$ cat src/rtl/seq_muldiv_unit.sv
// seq_muldiv_unit: iterative 33-bit signed multiply (add/shift) and restoring divide,
// one iteration per clock, with a final sign-fix cycle for divide results.
module seq_muldiv_unit (
   input  logic        Clk,
   input  logic        Reset,
   input  logic        Run,
   input  logic [32:0] opA,
   input  logic [32:0] opB,
   input  logic        div,
   input  logic        stall,
   output logic [32:0] Aval,
   output logic [32:0] Bval,
   output logic        resp,
   output logic        ready
);
   typedef enum logic [1:0] {IDLE, CALC, FIX, DONE} state_t;
   state_t state, state_n;
   logic [33:0] a, s, t, mext;
   logic [32:0] b, mcand, dsor;
   logic [5:0]  cnt;
   logic        is_div, neg_q, neg_r, arm, start, ge;
   assign start = state == IDLE && Run && arm;
   assign mext  = {mcand[32], mcand};
   // the final multiplier bit carries negative weight, so it subtracts
   assign s     = ~b[0] ? a : (cnt == 6'd1) ? a - mext : a + mext;
   assign t     = {a[32:0], b[32]};
   assign ge    = t >= {1'b0, dsor};
   assign Aval  = a[32:0];
   assign Bval  = b;
   assign resp  = state == DONE;
   assign ready = state == IDLE;
   always_ff @(posedge Clk or posedge Reset)
      if (Reset) state <= IDLE;
      else       state <= state_n;
   always_comb begin
      state_n = state;
      case (state)
         IDLE:    state_n = start ? CALC : IDLE;
         CALC:    state_n = (cnt == 6'd0) ? FIX : CALC;
         FIX:     state_n = DONE;
         DONE:    state_n = stall ? DONE : IDLE;
         default: state_n = IDLE;
      endcase
   end
   always_ff @(posedge Clk or posedge Reset)
      if (Reset) begin
         a      <= '0;
         b      <= '0;
         mcand  <= '0;
         dsor   <= '0;
         cnt    <= '0;
         is_div <= 1'b0;
         neg_q  <= 1'b0;
         neg_r  <= 1'b0;
         arm    <= 1'b1;
      end else begin
         if (!Run) arm <= 1'b1;
         if (start) begin
            arm    <= 1'b0;
            cnt    <= 6'd33;
            mcand  <= opA;
            dsor   <= opB[32] ? -opB : opB;
            is_div <= div;
            neg_q  <= div && (opA[32] ^ opB[32]) && opB != '0;
            neg_r  <= div && opA[32];
            a      <= '0;
            b      <= div ? (opA[32] ? -opA : opA) : opB;
         end else if (state == CALC && cnt != 6'd0) begin
            cnt <= cnt - 6'd1;
            a   <= is_div ? (ge ? t - {1'b0, dsor} : t) : {s[33], s[33:1]};
            b   <= is_div ? {b[31:0], ge} : {s[0], b[32:1]};
         end else if (state == FIX) begin
            a <= neg_r ? -a : a;
            b <= neg_q ? -b : b;
         end
      end
endmodule

$ cat config.mk
export PLATFORM = sky130hd
export DESIGN_NAME = seq_muldiv_unit
export DESIGN_NICKNAME = d
export VERILOG_FILES = /design/src/rtl/seq_muldiv_unit.sv
export SDC_FILE = /design/constraint.sdc
export NUM_CORES = 1
export LEC_CHECK = 0
export BUFFER_PORTS_ARGS = -buffer_cell sky130_fd_sc_hd__buf_4
export CAP_MARGIN = 10
export CORE_UTILIZATION = 30
export CTS_BUF_LIST = sky130_fd_sc_hd__clkbuf_8
export DETAILED_ROUTE_END_ITERATION = 10
export SLEW_MARGIN = 0
export SYNTH_ARGS = -nofsm -noshare
export SYNTH_HDL_FRONTEND = slang
export SYNTH_SLANG_ARGS = --single-unit
$ cat constraint.sdc
create_clock -name Clk -period 4.35 [get_ports Clk]
set_input_delay 0.2175 -clock Clk [delete_from_list [all_inputs] [get_ports Clk]]
set_output_delay 0.2175 -clock Clk [all_outputs]
set_load 0.05 [all_outputs]
== After elaboration in Yosys (flattened, before gate mapping) ==
Index checks and enable logic that the tools add are counted.

* Output and inout bits: 68
* Bits of input ports: 71
* Register bits: 145
* Word-level logic and storage cells: 65

* Eq/ne operators: 5
* Add/subtract/negate cells: 8
* Bitwise operators: 1
* Magnitude comparators: 1
* Multiplexer cells: 24
* Reductions and logical operators: 16

{| class="wikitable"
|+ Operators with widths
! operator !! number
|-
| $mux W34 || 8
|-
| $mux W33 || 8
|-
| $neg A33 Y33 || 3
|-
| $add A34 B34 Y34 || 1
|-
| $ge A34 B33 Y1 || 1
|-
| $neg A34 Y34 || 1
|-
| $sub A34 B33 Y34 || 1
|-
| $sub A34 B34 Y34 || 1
|-
| $reduce_bool A33 Y1 || 1
|-
| $mux W6 || 2
|-
| $reduce_bool A3 Y1 || 3
|-
| $pmux W2 S4 || 1
|-
| $eq A6 B1 Y1 const B || 1
|-
| $logic_and A1 B1 Y1 || 6
|-
| $logic_not A6 Y1 || 1
|-
| $reduce_bool A6 Y1 || 1
|-
| $sub A6 B1 Y6 const B || 1
|-
| $eq A2 B2 Y1 const B || 2
|-
| $mux W2 || 2
|-
| $reduce_and A2 Y1 || 2
|-
| $mux W1 || 3
|-
| $eq A2 B1 Y1 const B || 1
|-
| $logic_not A2 Y1 || 1
|-
| $ne A2 B1 Y1 const B || 1
|-
| 2 further kinds || 2
|}

== Depth between registers and ports, before layout ==
* Depth in word-level cells: 6
* Depth in mapped cells: 19
* Depth with buffers taken out: 18

== Worst setup path before layout ==
OpenSTA, ideal clock, no wires.

* Kind: register -> register
* Start point: register cnt[2]
* End point: register a[25]
* Library setup time: 128 ps
* Setup slack: 109 ps
* Stages on the path, launching flop included: 16
* Clock period less this slack: 4,241 ps
* Arrival time: 4,113 ps
* Buffers on the path: 1
* Required time: 4,222 ps
* Path through: dfrtp_1 -> nor4_1 -> and2_0 -> clkbuf_1 -> nor2_1 -> xnor2_1 -> ha_1 -> nor2b_1 -> o31a_1 -> o211ai_1 -> a21oi_1 -> o21ai_0 -> o31ai_1 -> a2111oi_0 -> nor4_1 -> nor3_1

* Longest elaborated chain between the ends: 6
* Elaborated cells on any way between the ends: 11
* Classes of those cells: eq/ne: 1; mux: 5; reduce/logical: 5

{| class="wikitable"
|+ Ends and longest elaborated chain
! element !! RTL line !! text
|-
| start, declared || 20 || <nowiki>logic [5:0] cnt;</nowiki>
|-
| start signal, assigned || 69 || <nowiki>cnt <= cnt - 6'd1;</nowiki>
|-
| $eq A6 B1 Y1 || 25 || <nowiki>assign s = ~b[0] ? a : (cnt == 6'd1) ? a - mext : a + mext;</nowiki>
|-
| $mux W34 (2 in series) || 25 ||
|-
| $mux W34 || 70 || <nowiki>a <= is_div ? (ge ? t - {1'b0, dsor} : t) : {s[33], s[33:1]};</nowiki>
|-
| $mux W34 || 68 || <nowiki>end else if (state == CALC && cnt != 6'd0) begin</nowiki>
|-
| $mux W34 || 58 || <nowiki>if (start) begin</nowiki>
|-
| end signal, assigned || 70 ||
|-
| end signal, assigned || 73 || <nowiki>a <= neg_r ? -a : a;</nowiki>
|-
| end, declared || 18 || <nowiki>logic [33:0] a, s, t, mext;</nowiki>
|}

Parallel ways exist; a longest one is shown, timed or not.
A chain may end at the register's enable or synchronous reset.

== Worst setup path in the final report ==
* Start point: register mcand[2]
* End point: register a[23]

* Longest elaborated chain between the ends: 6
* Elaborated cells on any way between the ends: 7
* Classes of those cells: add/sub: 2; mux: 5

{| class="wikitable"
|+ Ends and longest elaborated chain
! element !! RTL line !! text
|-
| start, declared || 19 || <nowiki>logic [32:0] b, mcand, dsor;</nowiki>
|-
| start signal, assigned || 61 || <nowiki>mcand <= opA;</nowiki>
|-
| $add A34 B34 Y34 / $sub A34 B34 Y34 (equally long branches) || 25 ||
|-
| $mux W34 * (2 in series) || 25 ||
|-
| $mux W34 * || 70 ||
|-
| $mux W34 * || 68 ||
|-
| $mux W34 * || 58 ||
|}

Every way passes the cells marked *; elsewhere a longest branch is shown, timed or not.

==> flow_metrics.tcl <==
set metrics [dict create \
    reg2reg_to "a[23]" \
    period_needed_ps 4130 \
    rsz0062_at_grt "yes" \
    dr.pass1.iters 5 \
    io_pins 139 \
    clkSinkCount 145 \
    remaining_drc_errors 0 \
    critical_path_buf_inv_count 1 \
    setup.worst_path.start "mcand[2]" \
    ys.flop_type "dfrtp_1" \
    grt_usage_pct 23.6 \
    first_global_vias 15010 \
    slowest_stage "or4_4" \
    synthesis.area_sq_um 14600 \
    initial_utilization_pct 30.4 \
    area_growth_pct 19.6 \
    worstSetupStartpointType "flip-flop" \
    setup_viol 0 \
    ys_top_cells_by_count "nand2_1 (276), a21oi_1 (167), o21ai_0 (162), nor2_1 (155), dfrtp_1 (144)" \
    hold_path_depth 3 \
    slew_headroom_pct 29.3 \
    ys_types 77 \
    final_net_count 2237 \
    max_stage_delay_ps 570 \
    cts.clk_slew.worst_paths_ps 100 \
    netlist_instances 1941 \
    num_rows 80 \
    fp.dieArea_sq_um 49400 \
    cp.arrival_ps 4480 \
    globalRouteOverflowTotal 0 \
    nFillCells 5040 \
    dieWidth_um 222 \
    worst-path-max-fanout 9 \
    final_max_slew_viol_count 0 \
    end_kind "flip-flop" \
    clkLatencyLatePin_ps 500 \
    clock.fmax_mhz 242 \
    hold_start "opA[17]" \
    synth_area_per_cell_sq_um 7.50 \
    clockRootBuffer "clkbuf_8" \
    numCtsBuffers 17 \
    cts_tree "built" \
    cts_buffer_depth 2 \
    wirelength_mm 59.1 \
    via_per_inst 5.71 \
    crit_family "compound AO/OA/AOI/OAI gates" \
    grt_max_degree 86 \
    async_flop_share_pct 100 \
    setup_slack_ps 216 \
    synth_top_cell_area_share_pct 24.7 \
    cap_violations 0 \
    synth-seq-cells 145 \
    syn-num-nets 2087 \
    hold_path_class "input pin to flip-flop" \
    synthTopCellsByArea "dfrtp_1 (25%), nand2_1 (7.1%), ha_1 (6.3%), xor2_1 (6.3%), a21oi_1 (5.7%)" \
    finalHoldViolCount 0 \
    place_ws_ps 2.88 \
    portBuffers 138 \
    path_class "flip-flop to flip-flop" \
    worst_pin_slew_ps 1060 \
    hold_ws_ps 24.0 \
    regToRegStartpoint "mcand[2]" \
    design.core.area_sq_um 47800 \
    setup_tns_ps 0 \
    wl_per_cell_um 21.7 \
    cp.required_ps 4700 \
    drt-initial-drc-count 1327 \
    antenna_found_initial 0 \
    layout-drive-gt1-share_pct 16.1 \
    antenna_cells 0 \
    fin_skew_ps 17.7 \
    synth_most_common_cell "nand2_1" \
    min_to "mcand[17]" \
    h-tree-depth 4 \
    ys_seq_area_share_pct 24.9 \
    synth_edf_count 0 \
    finalCritPeriodShare_pct 95.0 \
    crit_chain "or4_4 -> nor2_2 -> nand3_2 -> o41ai_2 -> xor2_1 -> ha_1 -> a21o_1 -> a21o_1 -> a21oi_1 -> nor2_1 -> a211oi_1 -> o31ai_2 -> buf_4 -> a311o_1 -> a21oi_1 -> o22ai_1" \
    yosys_warnings 0 \
    post-dp-hpwl_mm 45.7 \
    ff2ff_setup_slack_ps 220 \
    grt_pass1_wl_mm 90.1 \
    vias 15515 \
    reg2reg_depth 16 \
    synth_top_area_cell "dfrtp_1" \
    ant_nets 0 \
    gp_congestion 0.934 \
    outcome "finished, final reports clean" \
    die_y_um 222 \
]
==> sequential cells by signal (all words and copies together), names as in the netlist <==
register  count
is_div        1
Bval         33
dsor         33
state         2
neg_r         1
cnt           6
arm           1
a            34
neg_q         1
mcand        33
==> per-stage QoR <==
stage	cells	util, %	cell area, sq um
2_1_floorplan	1941	-	14600
3_3_place_gp	2650	34.5	16500
3_5_place_dp	2650	34.5	16500
4_1_cts	2716	36.0	17200
5_1_grt	2719	36.4	17400
6_report	2719	36.4	17400
==> cells by family after synthesis <==
group / share of synthesized area [%]
flops: 24.9
xor+xnor: 10.2
buf+inv: 6.16
fa+ha+maj: 6.55
mux: 3.16
simple gates: 21.6
compound gates: 27.3
==> tightest hold or removal path, delay by kind of cell <==
kind | cells | cell delay [ps]
buffers and inverters | 1 | 130
AND/OR/NAND/NOR | 2 | 120
==> layer usage <==
metal,vias up,global-route usage (%),routed length (um)
li1,7298,-,-
met5,-,0,0
met1,7428,30.7,25100
met4,0,10.4,2430
met3,129,3.13,4090
met2,660,38.9,27500
==> final cells by class <==
cell class                 count  area, sq um  area share [%]
tap                          615          769            4.42
clock inverter                14          164           0.941
multi-input combinational   1590        10200            58.7
clock buffer                  18          248            1.42
timing repair buffer         268         2120            12.2
sequential                   145         3630            20.9
inverter                      69          264            1.52
==> layout by cell type (no fill, tap or decap), drive strengths merged, types with 6 or more instances in the layout <==
| cell | netlist | routed |
|---|---|---|
| and2 | 13 | 13 |
| or4 | 16 | 16 |
| o22ai | 9 | 9 |
| xor2 | 104 | 104 |
| a21o | 29 | 29 |
| nor2 | 155 | 155 |
| nand4 | 8 | 8 |
| nand2b | 18 | 18 |
| or3 | 31 | 31 |
| o41ai | 15 | 15 |
| nand2 | 276 | 276 |
| a211oi | 40 | 40 |
| buf | 43 | 235 |
| o311ai | 6 | 6 |
| dlygate4sd3 | 0 | 33 |
| o21bai | 10 | 10 |
| mux2 | 8 | 8 |
| nand3 | 33 | 33 |
| a31o | 9 | 9 |
| o21ai | 165 | 165 |
| mux2i | 37 | 37 |
| or2 | 9 | 9 |
| and3 | 12 | 12 |
| inv | 69 | 76 |
| o211ai | 27 | 27 |
| o31ai | 44 | 44 |
| ha | 73 | 73 |
| dfrtp | 144 | 144 |
| a31oi | 24 | 24 |
| o21a | 17 | 17 |
| xnor2 | 66 | 66 |
| nor2b | 22 | 22 |
| nor3 | 37 | 37 |
| clkbuf | 94 | 18 |
| nor4 | 20 | 20 |
| a21oi | 167 | 167 |
==> worst max path at each step <==
stage	end	slack [ps]	cells after the start
floorplan	a[25]	110	15
global route	a[26]	-30	16
finish	a[23]	220	16
global placement	a[33]	30	15
detailed placement	a[33]	3	15
CTS	a[25]	10	18
==> repair_timing <==
item / CTS / global route
pin swaps: 1 / 3
gates resized for setup: 1 / 35
setup buffers: 1 / 3
hold buffers: 33 / 0
hold endpoints to repair: 116 / 0
setup endpoints to repair: 3 / 17
Power is left out: the tool's default activity adds up to more than one toggle a clock period on the data nets, which glitch-free logic cannot reach.
